===== src/rtl/regfile_wr_arb.sv =====
// ---------------------------------------------------------------------------
// RegfileWrArb: merges pipeline writebacks and load returns onto a single
// regfile write port. Writebacks always win. Load returns that lose
// arbitration wait in a 2-entry in-order buffer. A writeback to the same
// register makes any older buffered or incoming load to that register stale,
// so those loads are dropped. If the buffer head waits too long, a stall
// request asks upstream to pause writebacks until the buffer drains.
//
// Ports:
//   clk, rst_n                  clock, synchronous active-low reset
//   wb_we, wb_tgt, wb_data      writeback request (never back-pressured)
//   ld_valid, ld_tgt, ld_data   load-return request
//   ld_ready                    load-return accept (buffer not full)
//   q_1, q_2                    decode source-register queries
//   q_pend_1, q_pend_2          queried register has a buffered load pending
//   we, target, write_data      registered regfile write port
//   stall_req                   registered request to hold writebacks
// ---------------------------------------------------------------------------
module regfile_wr_arb (
    input  logic        clk,
    input  logic        rst_n,
    input  logic        wb_we,
    input  logic [2:0]  wb_tgt,
    input  logic [15:0] wb_data,
    input  logic        ld_valid,
    input  logic [2:0]  ld_tgt,
    input  logic [15:0] ld_data,
    output logic        ld_ready,
    input  logic [2:0]  q_1,
    input  logic [2:0]  q_2,
    output logic        q_pend_1,
    output logic        q_pend_2,
    output logic        we,
    output logic [2:0]  target,
    output logic [15:0] write_data,
    output logic        stall_req
);

    typedef struct packed {
        logic        valid;
        logic [2:0]  tgt;
        logic [15:0] data;
    } entry_t;

    entry_t      fifo_q [2];
    entry_t      fifo_d [2];
    logic [1:0]  count_q, count_d;
    logic [1:0]  headAge_q, headAge_d;
    logic        stall_q, stall_d;
    logic        we_q, we_d;
    logic [2:0]  target_q, target_d;
    logic [15:0] wdata_q, wdata_d;

    logic   ldAccept, wbGrant, ldKill, ldLive;
    logic   kill0, kill1, headPop, bypass, push;
    logic   keep0, keep1;
    entry_t pushEntry;

    // Handshake and query outputs. ld_ready is forced low during reset so no
    // load can be accepted in a cycle whose edge will flush the buffer.
    always_comb begin
        ld_ready = rst_n && (count_q < 2'd2);
        q_pend_1 = (q_1 != 3'd0) &&
                   ((fifo_q[0].valid && fifo_q[0].tgt == q_1) ||
                    (fifo_q[1].valid && fifo_q[1].tgt == q_1));
        q_pend_2 = (q_2 != 3'd0) &&
                   ((fifo_q[0].valid && fifo_q[0].tgt == q_2) ||
                    (fifo_q[1].valid && fifo_q[1].tgt == q_2));
    end

    // Arbitration: writeback, then buffer head, then a same-cycle load as a
    // bypass. A granted writeback kills older loads to its register; r0
    // writes are never granted and never kill anything.
    always_comb begin
        ldAccept  = ld_valid && ld_ready;
        wbGrant   = wb_we && (wb_tgt != 3'd0);
        kill0     = wbGrant && fifo_q[0].valid && (fifo_q[0].tgt == wb_tgt);
        kill1     = wbGrant && fifo_q[1].valid && (fifo_q[1].tgt == wb_tgt);
        ldKill    = wbGrant && (ld_tgt == wb_tgt);
        ldLive    = ldAccept && (ld_tgt != 3'd0) && !ldKill;
        headPop   = !wbGrant && fifo_q[0].valid;
        bypass    = !wbGrant && !fifo_q[0].valid && ldLive;
        push      = ldLive && !bypass;
        keep0     = fifo_q[0].valid && !headPop && !kill0;
        keep1     = fifo_q[1].valid && !kill1;
        pushEntry = '{valid: 1'b1, tgt: ld_tgt, data: ld_data};
    end

    // Next buffer contents: survivors stay in order at the front and a push
    // lands behind them. Both survivors only happen when full, and a full
    // buffer accepts nothing, so a push never overflows.
    always_comb begin
        fifo_d[0] = '0;
        fifo_d[1] = '0;
        if (keep0 && keep1) begin
            fifo_d[0] = fifo_q[0];
            fifo_d[1] = fifo_q[1];
        end else if (keep0 || keep1) begin
            fifo_d[0] = keep0 ? fifo_q[0] : fifo_q[1];
            if (push) fifo_d[1] = pushEntry;
        end else if (push) begin
            fifo_d[0] = pushEntry;
        end
        count_d = {1'b0, keep0} + {1'b0, keep1} + {1'b0, push};
    end

    // Head aging and stall request. The age restarts whenever the head
    // changes or the buffer is empty; the stall request latches at age 3 and
    // holds until the edge that empties the buffer.
    always_comb begin
        if (count_q == 2'd0 || headPop || kill0) begin
            headAge_d = 2'd0;
        end else if (headAge_q != 2'd3) begin
            headAge_d = headAge_q + 2'd1;
        end else begin
            headAge_d = headAge_q;
        end

        if (count_d == 2'd0) begin
            stall_d = 1'b0;
        end else if (headAge_d == 2'd3) begin
            stall_d = 1'b1;
        end else begin
            stall_d = stall_q;
        end
    end

    // Write port mux; target/data hold their old value when nothing is granted.
    always_comb begin
        we_d     = 1'b0;
        target_d = target_q;
        wdata_d  = wdata_q;
        if (wbGrant) begin
            we_d     = 1'b1;
            target_d = wb_tgt;
            wdata_d  = wb_data;
        end else if (headPop) begin
            we_d     = 1'b1;
            target_d = fifo_q[0].tgt;
            wdata_d  = fifo_q[0].data;
        end else if (bypass) begin
            we_d     = 1'b1;
            target_d = ld_tgt;
            wdata_d  = ld_data;
        end
    end

    // State registers with synchronous reset that flushes buffered loads.
    always_ff @(posedge clk) begin
        if (!rst_n) begin
            fifo_q[0] <= '0;
            fifo_q[1] <= '0;
            count_q   <= 2'd0;
            headAge_q <= 2'd0;
            stall_q   <= 1'b0;
            we_q      <= 1'b0;
            target_q  <= 3'd0;
            wdata_q   <= 16'd0;
        end else begin
            fifo_q[0] <= fifo_d[0];
            fifo_q[1] <= fifo_d[1];
            count_q   <= count_d;
            headAge_q <= headAge_d;
            stall_q   <= stall_d;
            we_q      <= we_d;
            target_q  <= target_d;
            wdata_q   <= wdata_d;
        end
    end

    assign we         = we_q;
    assign target     = target_q;
    assign write_data = wdata_q;
    assign stall_req  = stall_q;

endmodule


===== config.mk =====
export PLATFORM = sky130hd
export DESIGN_NAME = regfile_wr_arb
export DESIGN_NICKNAME = d
export VERILOG_FILES = /design/src/rtl/regfile_wr_arb.sv
export SDC_FILE = /design/constraint.sdc
export NUM_CORES = 1
export LEC_CHECK = 0
export CORE_MARGIN = 3
export CORE_UTILIZATION = 30
export CTS_BUF_LIST = sky130_fd_sc_hd__clkbuf_4 sky130_fd_sc_hd__clkbuf_8
export CTS_CLUSTER_SIZE = 12
export DETAILED_ROUTE_END_ITERATION = 6
export RECOVER_POWER = 100
export SYNTH_ARGS = -nofsm -noshare
export SYNTH_HDL_FRONTEND = slang
export SYNTH_SLANG_ARGS = --single-unit
export TNS_END_PERCENT = 1

===== constraint.sdc =====
create_clock -name clk -period 2.25 [get_ports clk]
set_input_delay 0.45 -clock clk [delete_from_list [all_inputs] [get_ports clk]]
set_output_delay 0.45 -clock clk [all_outputs]
set_load 0.005 [all_outputs]

## Word level (Yosys, flattened, before mapping)

Memories as Yosys holds them, arrays and structs flattened.
Cells that the tools add are included.

- Memories: 1
- RAM bits: 40
- Bits in latches: 0
- Memory bits (read-only): 0
- Bits in registers: 25
- Logic and storage cells: 87
- Output and inout port bits: 24

- Equality and inequality tests: 9
- Divide/modulo/power cells: 0
- Reduce and logical (&&, ||, !) cells: 44
- Multiply operators: 0
- Mux-type cells: 20
- Add/sub/neg operators: 3
- Magnitude comparators: 1
- Shift-type cells: 0
- Bitwise logic cells: 3

Memories:

| name | words | width | rd ports | clocked after memory_dff | wr ports | line | source |
|---|---|---|---|---|---|---|---|
| fifo_q | 2 | 20 | 2 | 0 | 2 | 45 | `entry_t fifo_q [2];` |

Operator list:

| cell | number |
|---|---|
| 2-to-1 mux 20 bit | 6 |
| 2-to-1 mux 16 bit | 3 |
| 2-to-1 mux 40 bit | 1 |
| logical AND 1 bit | 24 |
| == test 3 bit | 7 |
| nonzero test 3 bit | 5 |
| 2-to-1 mux 3 bit | 3 |
| logical NOT 1 bit | 7 |
| logical OR 1 bit | 5 |
| 2-to-1 mux 1 bit | 5 |
| logical NOT 2 bit | 2 |
| 2-to-1 mux 2 bit | 2 |
| adder 1 x 1 -> 2 bit | 1 |
| adder 2 x 1 -> 2 bit | 1 |
| adder 2 x 1 -> 2 bit (second input constant) | 1 |
| == test 2 bit (second input constant) | 1 |
| less-than comparator 2 bit (second input constant) | 1 |
| != test 2 bit (second input constant) | 1 |
| OR 1 bit | 2 |
| OR reduction 2 bit | 1 |
| NOT 1 bit | 1 |

## Depth between registers and ports, before layout

Gate-level depths: netlist (run 1).

- Depth after elaboration: 12
- Depth in mapped cells: 11
- Depth with buffers taken out: 7

## Worst setup path before layout (run 1)

Ideal clock, no wire load.

- Path kind: input to register
- From: input wb_tgt[1]
- To: register stall_q (netlist: stall_req)
- Path slack: -0.053 ns
- Cell stages on the path: 7
- Required time: 2.164 ns
- Data arrival time: 2.217 ns
- Path through: buf_2 xor2_1 o311a_1 inv_2 clkbuf_1 fa_1 a211oi_1

- Cells in the longest elaborated chain, start to end: 11
- Elaborated cells between the ends (all ways): 32

Ends and longest elaborated chain:

| element | line | source |
|---|---|---|
| from (decl) | 23 | `input logic [2:0] wb_tgt,` |
| nonzero test 3 bit | 76 | `wbGrant = wb_we && (wb_tgt != 3'd0);` |
| logical AND 1 bit | 76 |  |
| logical NOT 1 bit / logical AND 1 bit (equally long branches) | 81, 82, 79 |  |
| logical AND 1 bit / logical NOT 1 bit (equally long branches) | 81, 80 |  |
| logical NOT 1 bit / logical AND 1 bit (equally long branches) | 84, 80 |  |
| logical AND 1 bit, on equally long branches | 84, 82 |  |
| logical AND 1 bit / logical NOT 1 bit (equally long branches) | 84, 83 |  |
| adder 1 x 1 -> 2 bit / logical AND 1 bit (equally long branches) | 104, 83 |  |
| adder 2 x 1 -> 2 bit | 104 | `count_d = {1'b0, keep0} + {1'b0, keep1} + {1'b0, push};` |
| logical NOT 2 bit | 119 | `if (count_d == 2'd0) begin` |
| OR reduction 2 bit (no line) | - |  |
| to (signal assigned) | 164 | `stall_q <= stall_d;` |
| to (decl) | 49 | `logic stall_q, stall_d;` |

Parallel ways exist; a longest one is shown, timed or not.
A chain may end at the register's enable or synchronous reset.

## Worst setup path in the final report (run 1)

- From: input ld_tgt[1]
- To: register stall_q (netlist: stall_req)

- Cells in the longest elaborated chain, start to end: 10
- Elaborated cells between the ends (all ways): 12

Ends and longest elaborated chain:

| element | line | source |
|---|---|---|
| from (decl) | 26 | `input logic [2:0] ld_tgt,` |
| == test 3 bit | 79 | `ldKill = wbGrant && (ld_tgt == wb_tgt);` |
| logical AND 1 bit | 79 |  |
| logical NOT 1 bit | 80 | `ldLive = ldAccept && (ld_tgt != 3'd0) && !ldKill;` |
| logical AND 1 bit * | 80 |  |
| logical AND 1 bit | 82 | `bypass = !wbGrant && !fifo_q[0].valid && ldLive;` |
| logical NOT 1 bit | 83 | `push = ldLive && !bypass;` |
| logical AND 1 bit * | 83 |  |
| adder 2 x 1 -> 2 bit * | 104 |  |
| logical NOT 2 bit * | 119 |  |
| OR reduction 2 bit (no line) * | - |  |

Mark *: on every way between the ends. The rest lies on a longest branch, timed or not.

==> results of run 1 <==
==> layout by cell type, fill, tap and decap left out, types with 2 or more instances in the layout <==
cell type,Yosys,routed
nor3_2,0,2
inv_1,5,5
nor2_1,13,13
nor3_1,5,3
o31a_1,2,2
buf_12,0,3
o21ai_0,24,22
clkdlybuf4s50_1,0,39
a211oi_1,3,3
mux2_2,3,3
dlymetal6s2s_1,0,2
clkbuf_2,0,3
dlygate4sd2_1,0,8
nand3_1,5,5
mux2i_1,16,16
xnor2_1,6,5
o311a_1,2,2
nand2b_1,3,3
o21ai_1,0,2
o31ai_1,3,2
a22o_1,17,17
dfxtp_1,65,63
a21o_1,2,2
a221oi_1,3,3
o211ai_1,16,16
a32oi_1,19,19
nand4_1,2,2
clkbuf_4,0,3
and3_1,3,3
buf_4,0,46
clkbuf_8,0,9
and4_1,2,2
dlygate4sd3_1,0,21
a21oi_1,43,43
nand2_1,37,37
o221a_2,2,2
xor2_1,9,9
clkinv_2,0,3
clkbuf_1,21,2
==> state kept, by name (all words and copies together), names as in the netlist <==
register	flops
we	1
target	3
count_q	2
headAge_q	2
fifo_q	40
stall_req	1
write_data	16
==> worst paths after layout <==
path / from / to / slack (ns)
setup / recovery: ld_tgt[1] / stall_req$_SDFFE_PP0N_ / 0.07
hold / removal: headAge_q[0]$_SDFF_PN0_ / headAge_q[0]$_SDFF_PN0_ / 0.44
setup reg to reg: fifo_q[0][37]$_SDFFE_PN0N_ / stall_req$_SDFFE_PP0N_ / 0.07
hold reg to reg: headAge_q[0]$_SDFF_PN0_ / headAge_q[0]$_SDFF_PN0_ / 0.44
==> synth_stat cells (all sizes together), types with 3 or more instances <==
cell type,instances,area share [%]
a211oi,3,0.70
a21oi,43,6.7
a221oi,3,0.82
a22o,17,4.7
a32oi,19,5.2
and3,3,0.59
buf,15,3.2
clkbuf,21,2.5
dfxtp,65,41
inv,6,0.70
mux2,3,1.1
mux2i,16,5.0
nand2,37,4.3
nand2b,3,0.59
nand3,5,0.78
nor2,13,1.5
nor3,5,0.78
o211ai,16,3.8
o21ai,24,3.8
o31ai,3,0.70
xnor2,6,1.6
xor2,9,2.5
==> where the power goes <==
part	switching (mW)	internal, mW
logic	0.233	0.265
clock network	0.432	0.525
registers	0.0220	1.19
total	0.688	1.98
==> through the flow <==
step | hold slack, ns | utilization (%) | power [mW] | cells
final | 0.443 | 44.2 | 2.67 | 603
after global routing | 0.463 | 44.2 | 2.80 | 603
after CTS | 0.445 | 44.4 | 2.72 | 603
after detailed placement | 0.435 | 42.4 | 1.76 | 588
after global placement | 0.416 | 42.4 | 1.76 | 588
after floorplan | 0.406 | - | 1.46 | 362
==> worst max-delay path, cell delays in order <==
cell and delay (ns):
clkdlybuf4s50_1 0.50, xor2_1 0.21, o31a_1 0.33, o21ai_1 0.22, fa_1 0.46, a211oi_1 0.26
==> routing by layer <==
layer | vias to the layer above | GRT usage (%)
met2 | 93 | 27.3
met5 | - | 0
met1 | 1448 | 20.7
met4 | 0 | 3.65
met3 | 8 | 4.14
li1 | 1546 | -
==> kinds of logic after synthesis <==
| group | share of synthesized area, % |
|---|---|
| compound gates | 30.9 |
| mux | 6.07 |
| simple gates | 10.9 |
| flops | 40.7 |
| fa+ha+maj | 0.626 |
| xor+xnor | 4.11 |
| buf+inv | 6.73 |
==> final cells by class <==
type	count	area (µm²)
Sequential cell	65	1310
Tap cell	136	170
Clock inverter	4	45.0
Inverter	8	35.0
Fill cell	1022	5760
Multi-Input combinational cell	253	1720
Timing Repair Buffer	126	1140
Clock buffer	11	139
==> what timing repair did <==
item | 4_1_cts | 5_1_grt
setup buffers | 0 | 0
pin swaps | 4 | 5
endpoints found under the setup margin | 41 | 31
resized for setup | 18 | 8
==> run_results.csv, run 1 <==
group,metric,value,unit
outcome,status,"complete, no violations",
die,die-area,11900,µm²
drt,drt-wirelength-per-cell,15.8,µm
logic_synthesis,synth_area,3200,µm²
die,ios,72,
drt,routed_wl,9520,µm
setup_path,critPathKind,"in -> reg",
setup_path,cp.arrival,2.43,ns
setup_path,start_kind,"input pin",
logic_synthesis,avgSynthCellArea,8.83,µm²
logic_synthesis,seq_area_frac_synth,40.7,%
pwr,ir_worst_vdd,0.000330,V
logic_synthesis,yosysUniqueCellTypes,46,
timing,finalWorstSetupSlack,0.0704,ns
setup_path,path_max_fanout,3,
clocking,cts_buffers,9,
drt,drt_iter0_drc,165,
timing,rsz0062_at_grt,"true",
timing,hold_viol,0,
setup_path,r2r.worst_path.cells,6,
die,die_w,109,µm
global_route,grt.total_usage,16.2,%
global_route,grt_pass1_wl,15100,µm
global_route,grt_pass1_vias,3055,
logic_synthesis,synth-main-ff-cell,"dfxtp_1",
logic_synthesis,netlist_instances,362,
die,core_area,10300,µm²
pwr,p_leak,1.77,nW
timing,min_period,2.18,ns
clocking,clkSinkCount,65,
drt,post-route-drc-count,0,
drt,via_count,3095,
job,cap_violations,0,
clocking,cts-hold-fix-buffers,0,
die,dieHeight,109,µm
place,place_ws,-0.494,ns
timing,fmax,459,MHz
global_route,antenna_found_initial,0,
setup_path,worstPathRequired,2.50,ns
global_route,grt_overflow,0,
place,hpwl,6860,µm
logic_synthesis,syn-num-nets,411,
clocking,clock_latency,0.34,ns
timing,min_period_over_period,96.9,%
layout,area_delta_synth_final,42.7,%
place,placed_area,4380,µm²
worst_hold_path,worstHoldPathType,"reg -> reg",
drt,wl_met3,559,µm
timing,setup_viol,0,
layout,diodes,0,
clocking,htree_num_levels,3,
drt,drt-pass1-iter-count,4,
layout,finish.instance_area,4560,µm²
drt,vias_per_cell,5.13,
timing,maxSlewViolCount,0,
timing,setup-tns-final,0,ns
layout,drive_gt1_share,18.4,%
drt,wl_met2,4540,µm
drt,top_layer_used,"met4",
logic_synthesis,synth_edf_count,0,
drt,ant_nets,0,
timing,worst_clock_skew,0.00996,ns
logic_synthesis,synth-async-reset-ratio,0,%
logic_synthesis,ys_warn_count,0,
timing,worstMarginPinSlew,0.535,ns
clocking,cts_tree,"done",
logic_synthesis,synth.ff_latch_count,65,
die,start_util,31.0,%
timing,slew_headroom,64.3,%
pwr,powerDensity,586,nW/µm²
clocking,clockBufferDepth,2,
place,numPortBuffers,71,
drt,wl_met1,4320,µm
global_route,grt_start_max_net_pins,36,
layout,nNetsFinal,512,
clocking,cts_root_buf,"clkbuf_8",
clocking,path_clk_slew,0.07,ns
setup_path,crit_path_end_kind,"register",
die,rows,37,
place,gp_congestion,0.800,
worst_hold_path,holdPathStages,1,
(Power assumes the default switching activity.)
==> run 2, diff against run 1 <==
Settings changed: ABC_CLOCK_PERIOD_IN_PS from default to 2250.
==> results of run 2 <==
The final DEF is identical to that of run 1; final timing and power are the same.
